$ cat src/rtl/fetch_pkg.sv
// fetch_pkg: shared widths, the fetch queue entry type and PC helpers for the
// instruction fetch front end.
//   PC_W        : program counter width (byte address)
//   INS_W       : instruction width
//   QUEUE_DEPTH : default queue depth / cap on queued plus in-flight fetches
package fetch_pkg;

    localparam int unsigned PC_W        = 9;
    localparam int unsigned INS_W       = 32;
    localparam int unsigned QUEUE_DEPTH = 4;
    localparam int unsigned PC_INC      = 4;

    localparam logic [INS_W-1:0] NOP_INSTR = 32'h0;

    typedef struct packed {
        logic [PC_W-1:0]  pc;
        logic [INS_W-1:0] instr;
    } fetch_entry_t;

    // Instructions are word aligned; the two low address bits are forced to 0.
    function automatic logic [PC_W-1:0] align_pc(input logic [PC_W-1:0] pc);
        return {pc[PC_W-1:2], 2'b00};
    endfunction

endpackage

$ cat src/rtl/fetch_unit_if.sv
// fetch_unit_if: request/response channel between the fetch unit and the
// instruction memory.
//   imem_req    : fetch request valid           (master -> slave)
//   imem_addr   : fetch byte address            (master -> slave)
//   imem_ready  : request accepted this cycle   (slave -> master)
//   imem_rvalid : response valid, in order      (slave -> master)
//   imem_rdata  : response instruction          (slave -> master)
interface fetch_unit_if;
    import fetch_pkg::*;

    logic             imem_req;
    logic [PC_W-1:0]  imem_addr;
    logic             imem_ready;
    logic             imem_rvalid;
    logic [INS_W-1:0] imem_rdata;

    modport master (
        output imem_req,
        output imem_addr,
        input  imem_ready,
        input  imem_rvalid,
        input  imem_rdata
    );

    modport slave (
        input  imem_req,
        input  imem_addr,
        output imem_ready,
        output imem_rvalid,
        output imem_rdata
    );

endinterface

$ cat src/rtl/fetch_fifo.sv
// fetch_fifo: first-word fall-through queue of fetch entries.
//   clk, reset : clock, synchronous active-high reset
//   push       : write wr_data at the tail
//   pop        : drop the head (ignored when empty)
//   flush      : empty the queue at the next edge; wins over push
//   rd_data    : head entry (contents undefined when empty)
//   occ        : number of valid entries
//   empty/full : occupancy flags
module fetch_fifo
    import fetch_pkg::*;
#(
    parameter  int unsigned DEPTH = QUEUE_DEPTH,
    localparam int unsigned PTR_W = $clog2(DEPTH),
    localparam int unsigned CNT_W = $clog2(DEPTH + 1)
) (
    input  logic             clk,
    input  logic             reset,
    input  logic             push,
    input  logic             pop,
    input  logic             flush,
    input  fetch_entry_t     wr_data,
    output fetch_entry_t     rd_data,
    output logic [CNT_W-1:0] occ,
    output logic             empty,
    output logic             full
);

    fetch_entry_t     mem [DEPTH];
    logic [PTR_W-1:0] rd_ptr;
    logic [PTR_W-1:0] rd_ptr_n;
    logic [PTR_W-1:0] wr_ptr;
    logic [PTR_W-1:0] wr_ptr_n;
    logic [CNT_W-1:0] occ_n;
    logic             do_pop;

    assign empty   = (occ == '0);
    assign full    = (occ == CNT_W'(DEPTH));
    assign do_pop  = pop && !empty;
    assign rd_data = mem[rd_ptr];

    // Pointer/occupancy next state; DEPTH is a power of 2 so pointers wrap freely.
    always_comb begin
        rd_ptr_n = rd_ptr;
        wr_ptr_n = wr_ptr;
        occ_n    = occ;
        if (flush) begin
            rd_ptr_n = '0;
            wr_ptr_n = '0;
            occ_n    = '0;
        end else begin
            if (push) begin
                wr_ptr_n = wr_ptr + PTR_W'(1);
            end
            if (do_pop) begin
                rd_ptr_n = rd_ptr + PTR_W'(1);
            end
            occ_n = occ + CNT_W'(push) - CNT_W'(do_pop);
        end
    end

    always_ff @(posedge clk) begin
        if (reset) begin
            rd_ptr <= '0;
            wr_ptr <= '0;
            occ    <= '0;
        end else begin
            rd_ptr <= rd_ptr_n;
            wr_ptr <= wr_ptr_n;
            occ    <= occ_n;
        end
    end

    // Storage needs no reset: occupancy alone decides what is valid.
    always_ff @(posedge clk) begin
        if (push && !flush) begin
            mem[wr_ptr] <= wr_data;
        end
    end

endmodule

$ cat src/rtl/fetch_unit.sv
// fetch_unit: in-order instruction fetch front end feeding the IF/ID register.
//   clk, reset   : clock, synchronous active-high reset
//   stall        : decode stall, holds the head entry
//   redirect     : branch redirect / flush from EX
//   redirect_pc  : redirect target (low two bits ignored)
//   imem         : instruction memory channel (master side)
//   if_valid     : head entry valid
//   if_pc        : head PC (0 when empty)
//   if_instr     : head instruction (0 when empty)
//   protocol_err : sticky, set by a response with nothing outstanding
module fetch_unit
    import fetch_pkg::*;
#(
    parameter int unsigned DEPTH = QUEUE_DEPTH
) (
    input  logic             clk,
    input  logic             reset,
    input  logic             stall,
    input  logic             redirect,
    input  logic [PC_W-1:0]  redirect_pc,
    fetch_unit_if.master     imem,
    output logic             if_valid,
    output logic [PC_W-1:0]  if_pc,
    output logic [INS_W-1:0] if_instr,
    output logic             protocol_err
);

    localparam int unsigned CNT_W = $clog2(DEPTH + 1);
    localparam int unsigned SUM_W = CNT_W + 1;

    logic [PC_W-1:0]  fetch_pc;
    logic [PC_W-1:0]  fetch_pc_n;
    logic [PC_W-1:0]  resp_pc;
    logic [PC_W-1:0]  resp_pc_n;
    logic [CNT_W-1:0] outstanding;
    logic [CNT_W-1:0] outstanding_n;
    logic [CNT_W-1:0] discard_cnt;
    logic [CNT_W-1:0] discard_cnt_n;
    logic             protocol_err_n;
    logic [CNT_W-1:0] occ;
    logic             empty;
    logic             full;
    logic             accept;
    logic             rsp_ok;
    logic             rsp_drop;
    logic             push;
    logic             pop;
    fetch_entry_t     head;
    fetch_entry_t     push_entry;

    // Issue only while queued plus in-flight fetches stay below DEPTH, so a
    // response always has room in the queue.
    assign imem.imem_req  = !reset && !redirect &&
                            ((SUM_W'(occ) + SUM_W'(outstanding)) < SUM_W'(DEPTH));
    assign imem.imem_addr = fetch_pc;

    assign accept   = imem.imem_req && imem.imem_ready;
    assign rsp_ok   = imem.imem_rvalid && (outstanding != '0);
    assign rsp_drop = rsp_ok && (discard_cnt != '0);
    assign push     = rsp_ok && (discard_cnt == '0);
    assign pop      = if_valid && !stall;

    assign push_entry = '{pc: resp_pc, instr: imem.imem_rdata};

    assign if_valid = !empty;
    assign if_pc    = if_valid ? head.pc : '0;
    assign if_instr = if_valid ? head.instr : NOP_INSTR;

    // Redirect flushes the queue; a response landing in the same cycle is
    // either dropped against the old discard count or pushed and flushed.
    fetch_fifo #(
        .DEPTH (DEPTH)
    ) u_fifo (
        .clk     (clk),
        .reset   (reset),
        .push    (push),
        .pop     (pop),
        .flush   (redirect),
        .wr_data (push_entry),
        .rd_data (head),
        .occ     (occ),
        .empty   (empty),
        .full    (full)
    );

    // Counter and PC next state; redirect overrides normal advance.
    always_comb begin
        outstanding_n  = outstanding + CNT_W'(accept) - CNT_W'(rsp_ok);
        discard_cnt_n  = discard_cnt - CNT_W'(rsp_drop);
        fetch_pc_n     = fetch_pc;
        resp_pc_n      = resp_pc;
        protocol_err_n = protocol_err || (imem.imem_rvalid && (outstanding == '0));
        if (accept) begin
            fetch_pc_n = fetch_pc + PC_W'(PC_INC);
        end
        if (push) begin
            resp_pc_n = resp_pc + PC_W'(PC_INC);
        end
        if (redirect) begin
            fetch_pc_n    = align_pc(redirect_pc);
            resp_pc_n     = align_pc(redirect_pc);
            discard_cnt_n = outstanding_n;
        end
    end

    always_ff @(posedge clk) begin
        if (reset) begin
            fetch_pc     <= '0;
            resp_pc      <= '0;
            outstanding  <= '0;
            discard_cnt  <= '0;
            protocol_err <= 1'b0;
        end else begin
            fetch_pc     <= fetch_pc_n;
            resp_pc      <= resp_pc_n;
            outstanding  <= outstanding_n;
            discard_cnt  <= discard_cnt_n;
            protocol_err <= protocol_err_n;
        end
    end

    // The occupancy cap makes a push into a full, non-draining queue impossible.
    a_no_overflow: assert property (@(posedge clk) disable iff (reset)
        !(push && full && !pop && !redirect));

endmodule
$ cat src/flat_wrapper.sv
// flat-port wrapper written by rule: the top's interface ports become plain ports
module fetch_unit_flat import fetch_pkg::*;
#(
    parameter int unsigned DEPTH = QUEUE_DEPTH
)
  (clk, reset, stall, redirect, redirect_pc, if_valid, if_pc, if_instr, protocol_err, imem_imem_req, imem_imem_addr, imem_imem_ready, imem_imem_rvalid, imem_imem_rdata);
  fetch_unit_if imem_i ();
  input  logic clk;
  input  logic reset;
  input  logic stall;
  input  logic redirect;
  input  logic [PC_W-1:0] redirect_pc;
  output logic if_valid;
  output logic [PC_W-1:0] if_pc;
  output logic [INS_W-1:0] if_instr;
  output logic protocol_err;
  output wire logic [$bits(imem_i.imem_req)-1:0] imem_imem_req;
  output wire logic [$bits(imem_i.imem_addr)-1:0] imem_imem_addr;
  input wire logic [$bits(imem_i.imem_ready)-1:0] imem_imem_ready;
  input wire logic [$bits(imem_i.imem_rvalid)-1:0] imem_imem_rvalid;
  input wire logic [$bits(imem_i.imem_rdata)-1:0] imem_imem_rdata;
  assign imem_imem_req = imem_i.imem_req;
  assign imem_imem_addr = imem_i.imem_addr;
  assign imem_i.imem_ready = imem_imem_ready;
  assign imem_i.imem_rvalid = imem_imem_rvalid;
  assign imem_i.imem_rdata = imem_imem_rdata;
  fetch_unit #(.DEPTH(DEPTH)) u_core (.clk(clk), .reset(reset), .stall(stall), .redirect(redirect), .redirect_pc(redirect_pc), .imem(imem_i), .if_valid(if_valid), .if_pc(if_pc), .if_instr(if_instr), .protocol_err(protocol_err));
endmodule
$ cat config.mk
export PLATFORM = sky130hd
export DESIGN_NAME = fetch_unit_flat
export DESIGN_NICKNAME = d
export VERILOG_FILES = /design/src/rtl/fetch_pkg.sv /design/src/rtl/fetch_unit_if.sv /design/src/rtl/fetch_fifo.sv /design/src/rtl/fetch_unit.sv /design/src/flat_wrapper.sv
export SDC_FILE = /design/constraint.sdc
export NUM_CORES = 1
export LEC_CHECK = 0
export ABC_AREA = 1
export CAP_MARGIN = 20
export CORE_MARGIN = 10
export CORE_UTILIZATION = 40
export CTS_BUF_LIST = sky130_fd_sc_hd__clkbuf_4
export DETAILED_ROUTE_END_ITERATION = 16
export PLACE_DENSITY = 0.57
export SLEW_MARGIN = 20
export SYNTH_ARGS = -nofsm -noshare
export SYNTH_HDL_FRONTEND = slang
export SYNTH_SLANG_ARGS = --single-unit
$ cat constraint.sdc
create_clock -name clk -period 4.9 [get_ports clk]
set_input_delay 0.49 -clock clk [delete_from_list [all_inputs] [get_ports clk]]
set_output_delay 0.49 -clock clk [all_outputs]
set_load 0.05 [all_outputs]
==> flow_summary_export.csv, run 1 <==
group,metric,value,unit
yosys,yosys_warnings,0,
grt,wire_length_of_the_first_global_routing_pass,27600,µm
clock_tree,postCtsHoldBufs,0,
timing,final_hold_viol_count,0,
cells_and_area,final_antenna_diode_count,0,
worst_setup_path,critical_path.reg2reg.startpoint,"u_core.u_fifo.occ[0]",
clock_tree,clock_tree.htree_level_count,4,
timing,setup-violations-final,0,
routing,final_antenna_net_count,0,
floorplanning,start_util,0.411,
floorplanning,floorplan.die.width,159,µm
timing,worst-slew-pin-transition,859,ps
worst_setup_path,start_kind,"register",
yosys,synth_instances,713,
worst_setup_path,timing.critical_path.to_type,"primary output",
yosys,ys.flop_type,"sky130_fd_sc_hd__edfxtp_1",
routing,remaining_drc_errors,0,
timing,period_minus_slack,3820,ps
timing,fmax,0.262,GHz
power,worst_ir_drop_vdd,0.160,mV
min_path,hp-class,"register to register",
cells_and_area,multi_input_logic_area,2190,µm²
routing,drt-total-wl,17400,µm
grt,grt_util_all_layers,0.135,
timing,rsz0062_at_grt,"false",
yosys,mapped_area,7770,µm²
run_status,result_of_the_run,"completed",
routing,drt_iter0_drc,334,
clock_tree,postCtsSetupBuffers,0,
place,place_congestion,0.827,
routing,num_vias,5220,
grt,grt_antenna_before_repair,0,
clock_tree,number_of_cts_inserted_buffers,17,
timing,setup-tns-final,0,ps
clock_tree,clock_insertion_delay_worst_skew,530,ps
job,maxCapViolCount,0,
yosys,ys_async_sr_fraction,0,
clock_tree,ctsRootBufferMaster,"sky130_fd_sc_hd__clkbuf_4",
place,dpl_cell_area,8950,µm²
yosys,yosysUniqueCellTypes,31,
floorplanning,floorplan.io_pins,100,
cells_and_area,highest_count_cells_in_the_layout_ignoring_fill_and_taps,"sky130_fd_sc_hd__nor2_1 (186), sky130_fd_sc_hd__edfxtp_1 (156), sky130_fd_sc_hd__clkdlybuf4s50_1 (93)",
place,hpwl,10500,µm
floorplanning,design.die.area,25400,µm²
cells_and_area,layout.cell_area.non_filler,9250,µm²
yosys,netlist.top_cell.by_area,"sky130_fd_sc_hd__edfxtp_1",
power,power_density,417,nW/µm²
timing,postLayoutSetupSlackWorst,1080,ps
cells_and_area,layout.filler_cells,1687,
yosys,yosysTopAreaCellShare,0.603,
routing,first_pass_iters,5,
min_path,min_from,"u_core.u_fifo.rd_ptr[1]",
cells_and_area,area.growth.synth_to_final,19.1,%
clock_tree,post_cts.resized_instances,0,
worst_setup_path,critPathMaxFanout,40,
yosys,top_post_synthesis_cells_by_area,"sky130_fd_sc_hd__edfxtp_1 (60%), sky130_fd_sc_hd__nor2_1 (9.2%), sky130_fd_sc_hd__dfxtp_1 (7.7%), sky130_fd_sc_hd__o21ai_0 (4.8%), sky130_fd_sc_hd__a21oi_1 (3.2%)",
routing,routed_wire_length_per_instance,16.3,µm
floorplanning,floorplan.core_area,18900,µm²
floorplanning,core.rowCount,50,
yosys,syn_area_per_cell,10.9,µm²
timing,slew_viol_final,0,
clock_tree,cts.path.max_buffers,2,
worst_setup_path,cp_data_required_time,4410,ps
grt,grt_max_degree,79,
power,cellLeakagePower,3.26,nW
routing,post_detailed_route_via_to_cell_ratio,4.86,
timing,rel_slew_slack,0.426,
clock_tree,worst_setup_hold_path_clk_slew,120,ps
cells_and_area,seqCellArea,5290,µm²
grt,grt.overflow.total,0,
clock_tree,cts.sink_count,186,
yosys,synth.yosys.seq_area_share,0.680,
yosys,synth-edff-count,156,
cells_and_area,final_layout_size_suffix_gt1_frac,0.0713,
place,numPortBuffers,93,
timing,worst_clock_skew,13.3,ps
worst_setup_path,cp.arrival,3330,ps
worst_setup_path,critPathKind,"register to primary output",
cells_and_area,final_nets,863,
power,totalPowerFinal,3.86,mW
timing,fin_worst_hold_slack,465,ps
grt,first_global_vias,5366,
timing,layout_worst_path_cycle_share,0.779,
clock_tree,cts_tree,"built",
place,place_ws,1370,ps
yosys,register_bit_total_from_synthesis,186,
cells_and_area,mostFrequentLayoutCell,"sky130_fd_sc_hd__nor2_1",
floorplanning,die_h,159,µm
area by class of cell:
type	instances	share of cell area
Sequential cell	186	0.571
Multi-Input combinational cell	451	0.237
Timing Repair Buffer	101	0.107
Tap cell	260	0.0352
Inverter	43	0.0174
Clock buffer	20	0.0162
Clock inverter	12	0.0161
worst max-delay path, stage by stage (launching register included):
cell and delay [ps]:
sky130_fd_sc_hd__dfxtp_2 330, sky130_fd_sc_hd__buf_4 460, sky130_fd_sc_hd__inv_2 500, sky130_fd_sc_hd__nor2_1 210, sky130_fd_sc_hd__o21ai_1 80, sky130_fd_sc_hd__a21oi_1 310, sky130_fd_sc_hd__clkdlybuf4s50_1 880
cells by family after synthesis:
| group | after synthesis | synth area share |
|---|---|---|
| xor+xnor | 6 | 0.00677 |
| fa+ha+maj | 16 | 0.0277 |
| buf+inv | 79 | 0.0440 |
| compound gates | 141 | 0.0920 |
| other cells | 1 | 0.000483 |
| flops | 186 | 0.680 |
| simple gates | 284 | 0.149 |
report_power, final:
group	leakage [nW]	internal, mW	switching (mW)	total [mW]
clock	0.153	0.369	0.483	0.852
sequential	1.66	1.83	0.0577	1.89
combinational	1.45	0.345	0.779	1.12
cells in the mapped netlist, types with 3 or more instances:
library cell / n
sky130_fd_sc_hd__nor2_1: 190
sky130_fd_sc_hd__edfxtp_1: 156
sky130_fd_sc_hd__o21ai_0: 75
sky130_fd_sc_hd__nand2_1: 58
sky130_fd_sc_hd__a21oi_1: 50
sky130_fd_sc_hd__inv_1: 37
sky130_fd_sc_hd__dfxtp_1: 30
sky130_fd_sc_hd__nand3_1: 22
sky130_fd_sc_hd__ha_1: 14
sky130_fd_sc_hd__buf_2: 13
sky130_fd_sc_hd__clkbuf_1: 13
sky130_fd_sc_hd__o21ai_1: 11
sky130_fd_sc_hd__nand4_1: 6
sky130_fd_sc_hd__buf_4: 5
sky130_fd_sc_hd__inv_2: 5
sky130_fd_sc_hd__o22ai_1: 3
sky130_fd_sc_hd__xnor2_1: 3
sky130_fd_sc_hd__xor2_1: 3
registers in the layout (all words and copies together) (netlist names), named ones only:
name	flops
u_core.discard_cnt	3
u_core.imem.imem_addr	7
u_core.outstanding	3
u_core.protocol_err	1
u_core.resp_pc	7
u_core.u_fifo.mem	156
u_core.u_fifo.occ	3
u_core.u_fifo.rd_ptr	2
u_core.u_fifo.wr_ptr	2
final timing paths:
kind / end / slack (ps) / cells past startpoint
min: register / 460 / 2
max reg2reg: u_core.u_fifo.occ[2] / 2170 / 9
max: if_pc[7] / 1080 / 6
min reg2reg: register / 460 / 2
per-layer routing:
metal  vias up  wire length [µm]  track usage
li1       2603                 -            -
met1      2494              7470        0.158
met2       119              9050        0.239
met3         4               878       0.0372
met4         0                47       0.0316
met5         -                 0            0
through the flow:
step | utilization | instances
2_1_floorplan | - | 716
3_3_place_gp | 0.474 | 1041
3_5_place_dp | 0.474 | 1041
4_1_cts | 0.490 | 1073
5_1_grt | 0.490 | 1073
6_report | 0.490 | 1073
Note: power is estimated with default switching activity, not from simulation.
==> run 2: changes to the inputs <==
==> constraint.sdc (replaced) <==
create_clock -name clk -period 3.6 [get_ports clk]
set_input_delay 0.36 -clock clk [delete_from_list [all_inputs] [get_ports clk]]
set_output_delay 0.36 -clock clk [all_outputs]
set_load 0.05 [all_outputs]
==> run 2 against run 1 <==
  * Die area is the same
  * Worst setup slack lost 810 ps
  * Global-route usage grew 0.17 points
==> flow_summary_export.csv, run 2 (same netlist as run 1, synthesis figures left out) <==
group,metric,value,unit
worst_setup_path,critPathKind,"register to primary output",
clock_tree,number_of_cts_inserted_buffers,17,
floorplanning,design.die.area,25400,µm²
timing,rsz0062_at_grt,"false",
place,dpl.cell_count,1044,
power,cellLeakagePower,3.30,nW
cells_and_area,highest_count_cells_in_the_layout_ignoring_fill_and_taps,"sky130_fd_sc_hd__nor2_1 (186), sky130_fd_sc_hd__edfxtp_1 (156), sky130_fd_sc_hd__clkdlybuf4s50_1 (84)",
routing,final_antenna_net_count,0,
timing,worst-slew-pin-transition,851,ps
clock_tree,worst_setup_hold_path_clk_slew,140,ps
clock_tree,clock_insertion_delay_worst_skew,540,ps
worst_setup_path,timing.critical_path.to_type,"primary output",
timing,setup-tns-final,0,ps
timing,period_minus_slack,3330,ps
floorplanning,die_h,159,µm
clock_tree,cts_tree,"built",
cells_and_area,final-instance-count-excl-fill,1076,
worst_setup_path,start_kind,"register",
floorplanning,start_util,0.411,
clock_tree,cts.sink_count,186,
routing,first_pass_iters,5,
timing,final_hold_viol_count,0,
power,clock_power_share,0.188,
floorplanning,floorplan.die.width,159,µm
cells_and_area,final_antenna_diode_count,0,
clock_tree,postCtsHoldBufs,0,
power,power_density,549,nW/µm²
clock_tree,ctsRootBufferMaster,"sky130_fd_sc_hd__clkbuf_4",
cells_and_area,area.growth.synth_to_final,19.1,%
power,share_seq_of_total_power,0.508,
job,maxCapViolCount,0,
worst_setup_path,cp.arrival,2970,ps
min_path,min_path_cells,3,
routing,drt-total-wl,17500,µm
timing,slew_viol_final,0,
power,switchingPower,1.81,mW
grt,grt_max_degree,63,
timing,fmax,0.300,GHz
power,worst_ir_drop_vdd,0.304,mV
clock_tree,postCtsSetupBuffers,0,
power,power.switching_fraction,0.357,
cells_and_area,final_layout_size_suffix_gt1_frac,0.0809,
floorplanning,floorplan.core_area,18900,µm²
place,numPortBuffers,93,
place,hpwl,10600,µm
routing,remaining_drc_errors,0,
power,p_comb_frac,0.305,
routing,num_vias,5246,
routing,post_detailed_route_via_to_cell_ratio,4.88,
power,internal_power,3.26,mW
floorplanning,core.rowCount,50,
place,place_ws,755,ps
grt,grt_antenna_before_repair,0,
grt,grt_util_all_layers,0.136,
worst_setup_path,worst_r2r_path_depth,10,
timing,worst_clock_skew,16.8,ps
grt,grt.overflow.total,0,
clock_tree,clock_tree.htree_level_count,4,
grt,first_global_vias,5394,
routing,drt_iter0_drc,258,
timing,postLayoutSetupSlackWorst,272,ps
timing,rel_slew_slack,0.432,
cells_and_area,mostFrequentLayoutCell,"sky130_fd_sc_hd__nor2_1",
timing,setup-violations-final,0,
timing,layout_worst_path_cycle_share,0.925,
routing,routed_wire_length_per_instance,16.3,µm
clock_tree,cts.path.max_buffers,2,
grt,wire_length_of_the_first_global_routing_pass,27800,µm
clock_tree,post_cts.resized_instances,0,
cells_and_area,largest_register_ffs,156,
worst_setup_path,critPathMaxFanout,32,
worst_setup_path,cp_data_required_time,3240,ps
cells_and_area,regMostFlops,"u_core.u_fifo.mem",
floorplanning,floorplan.io_pins,100,
cells_and_area,final_nets,866,
min_path,hp-class,"input port to register",
place,place_congestion,0.795,
run_status,result_of_the_run,"completed",
==> run 2: power groups by stage <==
stage               sequential, mW  combinational (mW)  clock [mW]
floorplan                     2.63               0.992           0
global placement              2.62                1.53           0
detailed placement            2.63                1.57           0
CTS                           2.58                1.57       0.991
global route                  2.59                1.68        1.09
finish                        2.58                1.55       0.953
==> run 2: worst max-delay path, cell delays in order (launching register included) <==
cell and delay (ps):
sky130_fd_sc_hd__dfxtp_2 670, sky130_fd_sc_hd__buf_4 430, sky130_fd_sc_hd__nor2_1 100, sky130_fd_sc_hd__nor2_1 90, sky130_fd_sc_hd__o21ai_0 100, sky130_fd_sc_hd__a21oi_1 200, sky130_fd_sc_hd__clkdlybuf4s50_1 850
==> run 2: final cells by class <==
class	count	area, µm²
inverter	43	161
clock buffer	20	150
tap	260	325
clock inverter	12	80.1
sequential	186	5290
timing repair buffer	104	1060
multi-input combinational	451	2190
fill	1706	9640
==> run 2: path summary, 6_finish.rpt <==
path / start / endpoint / slack, ps
max: register / if_instr[18] / 270
max reg2reg: u_core.u_fifo.occ[0] / u_core.u_fifo.occ[2] / 1240
min: redirect_pc[2] / u_core.resp_pc[2] / 390
min reg2reg: u_core.protocol_err / u_core.protocol_err / 470
==> run 2: per-stage QoR <==
step	hold slack, ps	cell area, µm²	total power, mW	utilization
after floorplan	429	7780	3.62	-
after global placement	440	9020	4.15	0.477
after detailed placement	450	9020	4.19	0.477
after CTS	337	9250	5.14	0.490
after global routing	351	9250	5.37	0.490
final	389	9250	5.08	0.490
==> run 2: layer usage <==
metal  up-vias  routed length (µm)  global-route usage
met2       112                8880               0.237
met3        12                 782              0.0390
met4         0                 126              0.0375
met5         -                   0                   0
li1       2612                   -                   -
met1      2510                7710               0.161
